`src/rtl/fetch_queue_pkg.sv`:
```
// Shared constants and types for the instruction fetch queue.
package fetch_queue_pkg;
   localparam int WORD_LEN  = 32;
   localparam int ADDR_SIZE = 32;
   localparam int IFQ_DEPTH = 4;

   localparam logic [WORD_LEN-1:0] NOP_INSTR = 32'h0000_0013;

   typedef struct packed {
      logic [WORD_LEN-1:0]  instr;
      logic [ADDR_SIZE-1:0] pc;
   } fq_entry_t;
endpackage

```
`src/rtl/fetch_queue_instr_fields.sv`:
```
// Raw immediate bit-field slicing of an instruction word.
// Bits [6:0] hold the opcode and feed no immediate, so only [31:7] is taken.
module instr_fields (
   input  logic [31:7] instr,
   output logic [11:0] iimm,
   output logic [11:0] simm,
   output logic [11:0] bimm,
   output logic [19:0] uimm,
   output logic [19:0] jimm
);
   assign iimm = instr[31:20];
   assign simm = {instr[31:25], instr[11:7]};
   assign bimm = {instr[31], instr[7], instr[30:25], instr[11:8]};
   assign uimm = instr[31:12];
   assign jimm = {instr[31], instr[19:12], instr[20], instr[30:21]};
endmodule

```
`src/rtl/fetch_queue.sv`:
```
// Fetch-to-decode FIFO with valid/ready on both sides and flush on redirect.
module fetch_queue
   import fetch_queue_pkg::*;
#(
   parameter int DEPTH = IFQ_DEPTH
) (
   input  logic                       clk,
   input  logic                       rstn,
   input  logic                       in_valid,
   output logic                       in_ready,
   input  logic [WORD_LEN-1:0]        in_instr,
   input  logic [ADDR_SIZE-1:0]       in_pc,
   input  logic                       flush,
   output logic                       out_valid,
   input  logic                       out_ready,
   output logic [WORD_LEN-1:0]        out_instr,
   output logic [ADDR_SIZE-1:0]       out_pc,
   output logic [11:0]                iimm,
   output logic [11:0]                simm,
   output logic [11:0]                bimm,
   output logic [19:0]                uimm,
   output logic [19:0]                jimm,
   output logic [$clog2(DEPTH):0]     count
);
   localparam int PW = $clog2(DEPTH);
   localparam int CW = PW + 1;

   fq_entry_t      mem [DEPTH];
   logic [PW-1:0]  wptr, rptr;
   logic           push, pop;

   // Both handshakes depend on registered occupancy only.
   assign in_ready  = (count != CW'(DEPTH));
   assign out_valid = (count != '0);
   assign push      = in_valid & in_ready;
   assign pop       = out_valid & out_ready;

   always_ff @(posedge clk or negedge rstn) begin
      if (!rstn) begin
         wptr  <= '0;
         rptr  <= '0;
         count <= '0;
      end else if (flush) begin
         wptr  <= '0;
         rptr  <= '0;
         count <= '0;
      end else begin
         if (push) wptr <= wptr + PW'(1);
         if (pop)  rptr <= rptr + PW'(1);
         case ({push, pop})
            2'b10:   count <= count + CW'(1);
            2'b01:   count <= count - CW'(1);
            default: count <= count;
         endcase
      end
   end

   // Storage is never reset or cleared; occupancy alone decides validity.
   always_ff @(posedge clk) begin
      if (push && !flush) mem[wptr] <= '{instr: in_instr, pc: in_pc};
   end

   assign out_instr = out_valid ? mem[rptr].instr : NOP_INSTR;
   assign out_pc    = out_valid ? mem[rptr].pc    : '0;

   instr_fields u_fields (
      .instr (out_instr[31:7]),
      .iimm  (iimm),
      .simm  (simm),
      .bimm  (bimm),
      .uimm  (uimm),
      .jimm  (jimm)
   );
endmodule

```
`config.mk`:
```
export PLATFORM = sky130hd
export DESIGN_NAME = fetch_queue
export DESIGN_NICKNAME = d
export VERILOG_FILES = /design/src/rtl/fetch_queue_pkg.sv /design/src/rtl/fetch_queue_instr_fields.sv /design/src/rtl/fetch_queue.sv
export SDC_FILE = /design/constraint.sdc
export NUM_CORES = 1
export LEC_CHECK = 0
export BUFFER_PORTS_ARGS = -buffer_cell sky130_fd_sc_hd__buf_4
export CORE_MARGIN = 4
export CORE_UTILIZATION = 50
export DETAILED_ROUTE_END_ITERATION = 6
export PLACE_DENSITY = 0.76
export SLEW_MARGIN = 20
export SYNTH_ARGS = -nofsm -noshare
export SYNTH_HDL_FRONTEND = slang
export SYNTH_HIERARCHICAL = 1
export SYNTH_SLANG_ARGS = --single-unit
```
`constraint.sdc`:
```
create_clock -name clk -period 2.65 [get_ports clk]
set_input_delay 0.53 -clock clk [delete_from_list [all_inputs] [get_ports clk]]
set_output_delay 0.53 -clock clk [all_outputs]
set_load 0.02 [all_outputs]
```
---- Yosys cells after proc, flatten, opt, wreduce, memory -nomap -nowiden ----
Memory sizes are Yosys's and may differ from the RTL's.
Index checks and enable logic that the tools add are counted.
cells by class
  add/sub/neg operators ................... 4
  equal/unequal tests ..................... 3
  multiplexer cells ....................... 10
  bitwise operators ....................... 2
  reduce and logical (&&, ||, !) cells .... 6
operators with widths
  operator                                                               count
  32-bit 2-to-1 mux                                                      2
  2-bit 2-to-1 mux                                                       4
  3-bit case mux with 2 select lines                                     1
  3-bit nonzero test                                                     2
  2-bit by 1-bit adder with 2-bit output, second input constant          2
  2-bit nonzero test                                                     2
  3-bit by 1-bit adder with 3-bit output, second input constant          1
  3-bit 2-to-1 mux                                                       1
  3-bit inequality test, second input constant                           1
  3-bit by 1-bit subtractor with 3-bit output, second input constant     1
  1-bit bitwise AND                                                      2
  2-bit by 1-bit equality test with 1-bit output, second input constant  1
  2-bit equality test, second input constant                             1
  1-bit 2-to-1 mux                                                       2
  1-bit logical AND                                                      1
  1-bit logical NOT                                                      1
storage, ports and cells
  flip-flop bits (word level) ............. 7
  bits in writable memories ............... 256
  input bits .............................. 69
  output and inout port bits .............. 145
  logic and storage cells ................. 29
  memories kept ........................... 1
memories
  memory  depth  width  read ports  clocked after memory_dff  write ports  line               text
  mem     4      64     1           0                         1            fetch_queue.sv:28  fq_entry_t mem [DEPTH];

---- Depth between registers and ports, before layout ----
Gate-level depths: netlist of run 1.
  word-level depth ........................ 5
  depth in mapped cells ................... 10
  depth with buffers taken out ............ 10

---- Modules after synthesis ----
Netlist of run 1, hierarchy kept.
by module, submodules not included
  module        instances  cells an instance  area an instance (um^2)  seq. area each (um^2)
  fetch_queue   1          469                10,188.5                 7,862.5
  instr_fields  1          76                 570.5                    0.0

---- Worst setup path before layout of run 1 ----
Ideal clock, no wire load.
  kind .................................... register to register
  start ................................... register count[2]
  end ..................................... memory mem[0][0] in the netlist's numbering, enable pin
  library setup time ...................... 0.429 ns
  data arrival time ....................... 2.746 ns
  data required time ...................... 2.221 ns
  setup slack ............................. -0.525 ns
  stages on the path, launching flop included .. 6
  path buffers ............................ 1
  clock period less this slack ............ 3.175 ns
  cells stage by stage .................... dfrtp_1 > buf_2 > or3b_1 > nand2_1 > nor2_1 > and2_1
between the ends
  word-level cells in the longest chain between the ends .. 5
ends and longest elaborated chain
  what                                    line               text
  start, declared                         fetch_queue.sv:23  output logic [$clog2(DEPTH):0] count
  start signal, assigned                  fetch_queue.sv:51  2'b10: count <= count + CW'(1);
  start signal, assigned                  fetch_queue.sv:52  2'b01: count <= count - CW'(1);
  start signal, assigned                  fetch_queue.sv:53  default: count <= count;
  3-bit inequality test                   fetch_queue.sv:33  assign in_ready = (count != CW'(DEPTH));
  net in_ready                            fetch_queue.sv:10  output logic in_ready,
  1-bit bitwise AND                       fetch_queue.sv:35  assign push = in_valid & in_ready;
  1-bit logical AND                       fetch_queue.sv:60  if (push && !flush) mem[wptr] <= '{instr: in_instr, pc: in_pc};
  1-bit 2-to-1 mux                        fetch_queue.sv:60
  1-bit 2-to-1 mux (implied by the code)  fetch_queue.sv:60
  end, declared                           fetch_queue.sv:28
The timed path passes the listed nets, and every way through them passes these cells.

---- Final worst setup path of run 1 ----
  start ................................... register rptr[0]
  end ..................................... output out_instr[4]
between the ends
  word-level cells in the longest chain between the ends .. 2
ends and longest elaborated chain
  what                    line               text
  start, declared         fetch_queue.sv:29  logic [PW-1:0] wptr, rptr;
  start signal, assigned  fetch_queue.sv:49  if (pop) rptr <= rptr + PW'(1);
  memory 4 x 64 bit       n/a
  32-bit 2-to-1 mux       fetch_queue.sv:63  assign out_instr = out_valid ? mem[rptr].instr : NOP_INSTR;
  end, declared           fetch_queue.sv:16  output logic [WORD_LEN-1:0] out_instr,
No other way between the ends.

==> impl_results.md, run 1 <==
- Result of the run: finished, violations left
- Violated checks: negative setup slack
- Clock-pin slew on the worst setup and hold paths: 60 ps
- Number of failing hold endpoints at the final stage: 0
- Vertical die dimension: between 150 and 200 um
- Sort of element at the start of the critical path: register
- Overflow left after global routing: 0
- Number of different library cells in the post-synthesis netlist: 33
- Number of cells produced by synthesis: around 550
- Number of warning messages in the yosys log: 6
- Commonest cells post-synth: sky130_fd_sc_hd__edfxtp_1, sky130_fd_sc_hd__buf_4, sky130_fd_sc_hd__and2_1, sky130_fd_sc_hd__mux4_2, sky130_fd_sc_hd__buf_2
- Routability Congestion: between 0.7 and 0.8
- Non-filler cells, final: 1023
- Share of synthesized registers carrying an async set or reset: under 10%
- CTS buffer count: 27
- Final slew viol count: 0
- Drt wl/cell: 21.4 um
- Number of global-route vias before repair: 5530
- Leakage power summed over all cells: between 0.005 and 0.006 uW
- Area growth syn-to-layout: 30.2%
- Number of fill cells: about 1400
- Cell area after technology mapping: approximately 11000 um2
- Post-synth net total: just over 600
- Arrival time worst endpoint: between 2000 and 2500 ps
- Top Ports: ~210
- Transition time at the pin with the least slew margin: between 400 and 500 ps
- Critical path cell sequence: buf_8 > buf_12 > mux4_2 > or2_1 > buf_6
- Most frequent cell after synthesis: sky130_fd_sc_hd__edfxtp_1
- DP Cell Count: between 900 and 1000
- Maximum VDD drop: approximately 0.00078 V
- Number of DRC violations after detailed-routing iteration 0: between 200 and 300
- Unrepaired setup endpoints after global routing: true
- Setup violations, final: 21
- Aggregate negative setup slack: -244 ps
- Category of the worst setup path capture point: output pin
- Hold crit path type: input pin to register
- Crit-path max cell delay: around 490 ps
- Number of enable-type register cells in the synthesized netlist: approximately 260
- Total via count after detailed routing: roughly 5400
- Total of flip-flops plus latches after synthesis: around 260
- Tightest hold margin: 187 ps
- Final net count: between 800 and 900
- Type of the worst setup path: register to output pin
- Global-route usage over all layers: between 10% and 20%
- Area share of and/or/nand/nor cells after synthesis: under 10%
- Worst Path Max Fanout: 5
- Latest clock arrival within the worst-skew pair: 540 ps
- # Max-Cap Violations: 0
- Syn Area/Cell: ~20 um2
- Worst Clk Skew: 13.2 ps
- Number of buffers on the longest clock path: 3
- Post-Synth XOR/XNOR Area: less than 1%
- Overall die width: 155 um
- Hpwl dp: around 13000 um
- Largest area contributor in the netlist: sky130_fd_sc_hd__edfxtp_1
- Num rows: 53
- Count of inserted antenna diode cells: 0
- Worst Path Required: about 2100 ps
- Highest attainable clock frequency: 374 MHz
- CTS Root Cell: sky130_fd_sc_hd__clkbuf_16
- Dominant combinational cell family by area after synthesis: multiplexers
- Complex-gate fraction of the synthesized area: less than 1%
- Post-synth top area share: 71.5%
- Critical-path top delay cell: sky130_fd_sc_hd__mux4_2
- Time the final worst path needs with I/O delays and setup: between 2000 and 3000 ps
- Share of final-layout standard cells stronger than drive strength 1: ~57%
- Core region area: about 21000 um2
- Maximum number of pins on one net before global-route repair: 40
- Detail Route Antenna Nets: 0
- Multiplexer fraction of the synthesized cell area: between 10% and 20%
- Smallest setup slack after layout: -25.1 ps
- Initial antenna violation count: 0
- Number of sinks on the clock net: around 260
- DRC violation count after routing: 0
- Die Footprint: 23900 um2
- Pwr Density: ~840 nW/um2
- First-pass iteration count of the detailed router: 6
- First-pass GRT wire length: between 30000 and 40000 um
- TritonCTS clock tree: done
- Starting utilization of the core area: 51.0%
- Sequential element share of the synthesized area: ~73%
- Number of H-tree levels: 1
- Worst setup slack after placement: ~320 ps
- Total wire length: around 22000 um
- Period Utilization, post-route: 101%
- Quantity of I/O buffers inserted on ports: 213
- Area share of fa/ha/maj cells after synthesis: less than 1%
- Slew margin rel.: a little over 70%
- Routed via count divided by cell count: 5.31
- Ranking of synthesized cells by area: sky130_fd_sc_hd__edfxtp_1, sky130_fd_sc_hd__mux4_2, sky130_fd_sc_hd__buf_4
- Primary flip-flop cell chosen by synthesis mapping: sky130_fd_sc_hd__edfxtp_1
[layout make-up]
cell class / instances / area (um2) / area share, %
Clock buffer: 30 / 687 / 4.90
Multi-Input combinational cell: 179 / 2330 / 16.7
Inverter: 3 / 16.3 / 0.116
Clock inverter: 20 / 220 / 1.57
Timing Repair Buffer: 253 / 2540 / 18.1
Tap cell: 275 / 344 / 2.46
Sequential cell: 263 / 7870 / 56.2
[worst max-delay path: cells and delay by family (launching register included)]
| family | cells | cell delay (ps) |
|---|---|---|
| flops | 1 | 460 |
| buf+inv | 3 | 420 |
| mux | 1 | 490 |
| simple gates | 1 | 250 |
[repair_timing]
item | CTS | global route
resized for setup | 63 | 104
cloned | 0 | 6
hold buffers | 1 | 0
setup endpoints to repair | 133 | 139
buffers inserted | 8 | 3
pin swaps | 2 | 37
hold endpoints to repair | 7 | 0
[report_power, final]
part	switching [uW]	internal (uW)
sequential	52.2	4730
combinational	1570	1650
clock	1520	2270
[cell families (layout without fill, tap and decap cells)]
| group | after synthesis | in the layout |
|---|---|---|
| compound gates | 11 | 11 |
| simple gates | 95 | 95 |
| buf+inv | 103 | 306 |
| flops | 263 | 263 |
| mux | 64 | 64 |
| xor+xnor | 4 | 4 |
| fa+ha+maj | 5 | 5 |
[routing by layer]
| metal | track usage (%) | routed length [um] | vias to the layer above |
|---|---|---|---|
| met5 | 0 | 0 | - |
| met4 | 3.74 | 388 | 0 |
| met3 | 4.42 | 1700 | 30 |
| met2 | 29.4 | 11400 | 222 |
| met1 | 21.8 | 8380 | 2775 |
| li1 | - | - | 2409 |
[sequential cells by signal (all words and copies together) (netlist names)]
| register | cells |
|---|---|
| rptr | 2 |
| mem | 256 |
| count | 3 |
| wptr | 2 |
[final timing paths]
path                                 startpoint                    to  slack [ps]  depth (start not counted)
min                                   in_pc[25]  mem[3][25]$_DFFE_PP_         190                          1
min in group asynchronous                  rstn  count[0]$_DFFE_PN0P_         350                          2
max reg2reg                count[1]$_DFFE_PN0P_  count[1]$_DFFE_PN0P_         490                          9
max in group asynchronous                  rstn   rptr[1]$_DFFE_PN0P_        2150                          2
max                         rptr[0]$_DFFE_PN0P_          out_instr[4]         -30                          5
min reg2reg                 wptr[1]$_DFFE_PN0P_   wptr[1]$_DFFE_PN0P_         610                          2
[layout by cell type, fill, tap and decap left out, types with 2 or more instances in the layout]
cell type / n
sky130_fd_sc_hd__a21oi_1: 4
sky130_fd_sc_hd__and2_1: 2
sky130_fd_sc_hd__and2_2: 4
sky130_fd_sc_hd__and2_4: 59
sky130_fd_sc_hd__buf_12: 13
sky130_fd_sc_hd__buf_16: 2
sky130_fd_sc_hd__buf_4: 142
sky130_fd_sc_hd__buf_6: 88
sky130_fd_sc_hd__buf_8: 2
sky130_fd_sc_hd__bufinv_16: 4
sky130_fd_sc_hd__clkbuf_1: 3
sky130_fd_sc_hd__clkbuf_16: 32
sky130_fd_sc_hd__clkinv_1: 7
sky130_fd_sc_hd__clkinv_2: 4
sky130_fd_sc_hd__clkinvlp_4: 3
sky130_fd_sc_hd__dfrtp_1: 5
sky130_fd_sc_hd__dfrtp_4: 2
sky130_fd_sc_hd__edfxtp_1: 256
sky130_fd_sc_hd__ha_1: 4
sky130_fd_sc_hd__inv_1: 2
sky130_fd_sc_hd__mux4_2: 64
sky130_fd_sc_hd__nand2_1: 6
sky130_fd_sc_hd__nand3_1: 4
sky130_fd_sc_hd__nor2_1: 8
sky130_fd_sc_hd__nor3_1: 2
sky130_fd_sc_hd__o21ai_0: 2
sky130_fd_sc_hd__or2_1: 3
sky130_fd_sc_hd__xnor2_1: 2
sky130_fd_sc_hd__xor2_1: 2
[through the flow]
step,util [%],power [uW],instance area [um2]
after global routing,66.4,12300,14000
final,66.4,11800,14000
after CTS,64.0,11500,13500
after global placement,58.4,7410,12300
after floorplan,-,6650,10800
after detailed placement,58.4,7450,12300
No activity file was read; power rests on OpenSTA's default activity.
==> inputs of run 2 (changes only) <==
--- a/config.mk
+++ b/config.mk
@@ -10,6 +10,7 @@
 export CORE_UTILIZATION = 50
 export DETAILED_ROUTE_END_ITERATION = 6
 export PLACE_DENSITY = 0.76
+export REMOVE_ABC_BUFFERS = 1
 export SLEW_MARGIN = 20
 export SYNTH_ARGS = -nofsm -noshare
 export SYNTH_HDL_FRONTEND = slang
==> impl_results.md, run 2 (synthesis gave the netlist of run 1 again) <==
- Switching component of the power: 3070 uW (-2.3%)
- Worst r2r src: count[1]$_DFFE_PN0P_
- Internal Dissipation: 8310 uW (-3.9%)
- Vertical die dimension: 155 um (unchanged)
- Final core utilization: 65.5% (-0.90 points)
- Highest attainable clock frequency: 365 MHz (-2.3%)
- Min-Delay Endpoint: mem[1][37]$_DFFE_PP_
- Critical-path top delay cell: sky130_fd_sc_hd__dfrtp_4
- Final net count: 796 (-0.62%)
- Worst Path Max Fanout: 5 (unchanged)
- Worst Path Required: 2120 ps (about the same)
- Number of fill cells: 1381 (+0.73%)
- Hold path cells: 1 (unchanged)
- Sequential group share of total power: 42.0% (+1.4 points)
- Number of failing hold endpoints at the final stage: 0 (unchanged)
- Overall die width: 155 um (unchanged)
- Combinational power share: 28.1% (+0.8 points)
- Area occupied by multi-input gates: 2340 um2 (+0.21%)
- Core region area: 21100 um2 (unchanged)
- First-pass iteration count of the detailed router: 5 (-1)
- Pwr Density: 824 nW/um2 (-2.2%)
- Registers with the highest flip-flop counts: mem (256), count (3)
- Share of final-layout standard cells stronger than drive strength 1: 56.4% (-0.27 points)
- Detail Route Antenna Nets: 0 (unchanged)
- Routed via count divided by cell count: 5.40 (+1.6%)
- Launch point of the worst hold path: in_instr[5]
- Tightest hold margin: 210 ps (+23.1 ps)
- Die Footprint: 23900 um2 (unchanged)
- Hpwl dp: 12800 um (-2.7%)
- Category of the worst setup path capture point: output pin
- Aggregate negative setup slack: -2780 ps (-2540 ps)
- Top Ports: 214 (unchanged)
- Crit-path max cell delay: 500 ps (about the same)
- Total via count after detailed routing: 5483 (+0.86%)
- Final slew viol count: 0 (unchanged)
- Hold crit path type: input pin to register
- Number of H-tree levels: 1 (unchanged)
- # Max-Cap Violations: 0 (unchanged)
- Initial antenna violation count: 0 (unchanged)
- Commonest non-fill, non-tap cell in the layout: sky130_fd_sc_hd__edfxtp_1
- TritonCTS clock tree: done
- Num rows: 53 (unchanged)
- Time the final worst path needs with I/O delays and setup: 2740 ps (+64.1 ps)
- DRC violation count after routing: 0 (unchanged)
- Drt wl/cell: 22.1 um (+3.7%)
- Setup violations, final: 126 (+500%)
- R2R cell count: 9 (unchanged)
- Area growth syn-to-layout: 28.4%
- Clock-pin slew on the worst setup and hold paths: 60 ps (about the same)
- Transition time at the pin with the least slew margin: 432 ps (+8.41 ps)
- Register bank with the most flops: mem
- Overall power: 11400 uW (-3.5%)
- Number of DRC violations after detailed-routing iteration 0: 347 (+22%)
- Overflow left after global routing: 0 (unchanged)
- Switching fraction of total power: 27.0% (+0.34 points)
- Clock network fraction of design power: 29.9% (-2.3 points)
- Result of the run: finished, violations left
- Period Utilization, post-route: 103% (+2.4 points)
- Arrival time worst endpoint: 2210 ps (+60 ps)
- Quantity of I/O buffers inserted on ports: 213 (unchanged)
- Critical path cell sequence: buf_4 > buf_12 > buf_16 > mux4_2 > and2_4 > buf_6
- Number of sinks on the clock net: 263 (unchanged)
- Number of global-route vias before repair: 5975 (+8.0%)
- Starting utilization of the core area: 51.0% (unchanged)
- Non-filler cells, final: 1016 (-0.68%)
- Count of inserted antenna diode cells: 0 (unchanged)
- Leakage power summed over all cells: 0.00499 uW (-1.3%)
- Latest clock arrival within the worst-skew pair: 520 ps (-20 ps)
- Total wire length: 22500 um (+2.9%)
- First-pass GRT wire length: 33100 um (+4.4%)
- Maximum VDD drop: 0.000601 V (-23%)
- Commonest cells after routing, fill and taps aside: sky130_fd_sc_hd__edfxtp_1, sky130_fd_sc_hd__buf_4, sky130_fd_sc_hd__buf_6
- Internal reg-to-reg setup slack: 410 ps (-80 ps)
- CTS Root Cell: sky130_fd_sc_hd__clkbuf_16
- Unrepaired setup endpoints after global routing: true
- Worst Clk Skew: 10.7 ps (-2.50 ps)
- Violated checks: negative setup slack
- Type of the worst setup path: register to output pin
- Sort of element at the start of the critical path: register
- Number of buffers on the longest clock path: 3 (unchanged)
- DP Cell Count: 947 (-0.84%)
- Sequential cell area: 7870 um2 (about the same)
- Slew margin rel.: 71.2% (-0.56 points)
- Number of flip-flops in the largest register: 256 (unchanged)
- Maximum number of pins on one net before global-route repair: 43 (+7.5%)
- Routability Congestion: 0.692 (-7.9%)
- CTS buffer count: 26 (-3.7%)
- Smallest setup slack after layout: -89.3 ps (-64.1 ps)
- Global-route usage over all layers: 17.7% (+0.75 points)
- Endpoint of the most critical register-to-register path: count[1]$_DFFE_PN0P_
==> run 2: cell count changes in the layout (fill, tap and decap cells not counted), moves of 3 or more <==
cell,delta
sky130_fd_sc_hd__and2_2,-4
sky130_fd_sc_hd__buf_6,-11
sky130_fd_sc_hd__buf_4,+10
sky130_fd_sc_hd__and2_4,+5
sky130_fd_sc_hd__buf_16,+4
sky130_fd_sc_hd__clkinvlp_4,-3
sky130_fd_sc_hd__buf_12,-4
sky130_fd_sc_hd__bufinv_16,-3
==> run 2: what timing repair did <==
item / 4_1_cts / 5_1_grt
gates resized for setup: 143 / 12
hold endpoints to repair: 7 / 0
cloned: 4 / 5
endpoints found under the setup margin: 137 / 140
setup buffers: 4 / 8
hold buffers: 1 / 0
pin swaps: 1 / 0
==> run 2: stage by stage <==
step | cell area (um2) | worst slack, ps
floorplan | 10000 | -1850
global placement | 12200 | 409
detailed placement | 12200 | 381
CTS | 13600 | -86.3
global route | 13800 | -141
finish | 13800 | -89.3
==> run 2: power by group through the flow <==
stage	combinational [uW]	clock, uW	sequential, uW
2_1_floorplan	1310	0	4960
3_3_place_gp	2510	0	4860
3_5_place_dp	2540	0	4870
4_1_cts	3060	3470	4790
5_1_grt	3370	3650	4790
6_report	3200	3410	4780
==> run 2: worst max-delay path by stage <==
stage                               startpoint         to  slack, ps
after floorplan            rptr[0]$_DFFE_PN0P_   bimm[11]      -1850
after global placement     rptr[0]$_DFFE_PN0P_    jimm[9]        410
after detailed placement  count[0]$_DFFE_PN0P_   uimm[18]        380
after CTS                  rptr[0]$_DFFE_PN0P_   uimm[13]        -90
after global routing       rptr[0]$_DFFE_PN0P_  out_pc[1]       -140
final                      rptr[0]$_DFFE_PN0P_  out_pc[1]        -90
==> run 2: layout make-up <==
class                      count  area share [%]
sequential                   263            57.0
timing repair buffer         249            17.8
inverter                       3          0.0815
tap                          275            2.49
clock buffer                  32            5.02
multi-input combinational    179            16.9
clock inverter                15           0.688
==> run 2: layer usage <==
metal / up-vias / part of all wire, % / global-route usage (%)
li1: 2403 / - / -
met1: 2780 / 37 / 22.2
met2: 257 / 53 / 31.5
met3: 43 / 7.6 / 4.22
met4: 0 / 2.0 / 4.29
met5: - / 0 / 0
==> run 2: worst max-delay path: cells and delay by family (launching register included) <==
kind / cells / cell delay, ps
AND/OR/NAND/NOR: 1 / 180
multiplexers: 1 / 460
buffers and inverters: 4 / 550
flip-flops: 1 / 500
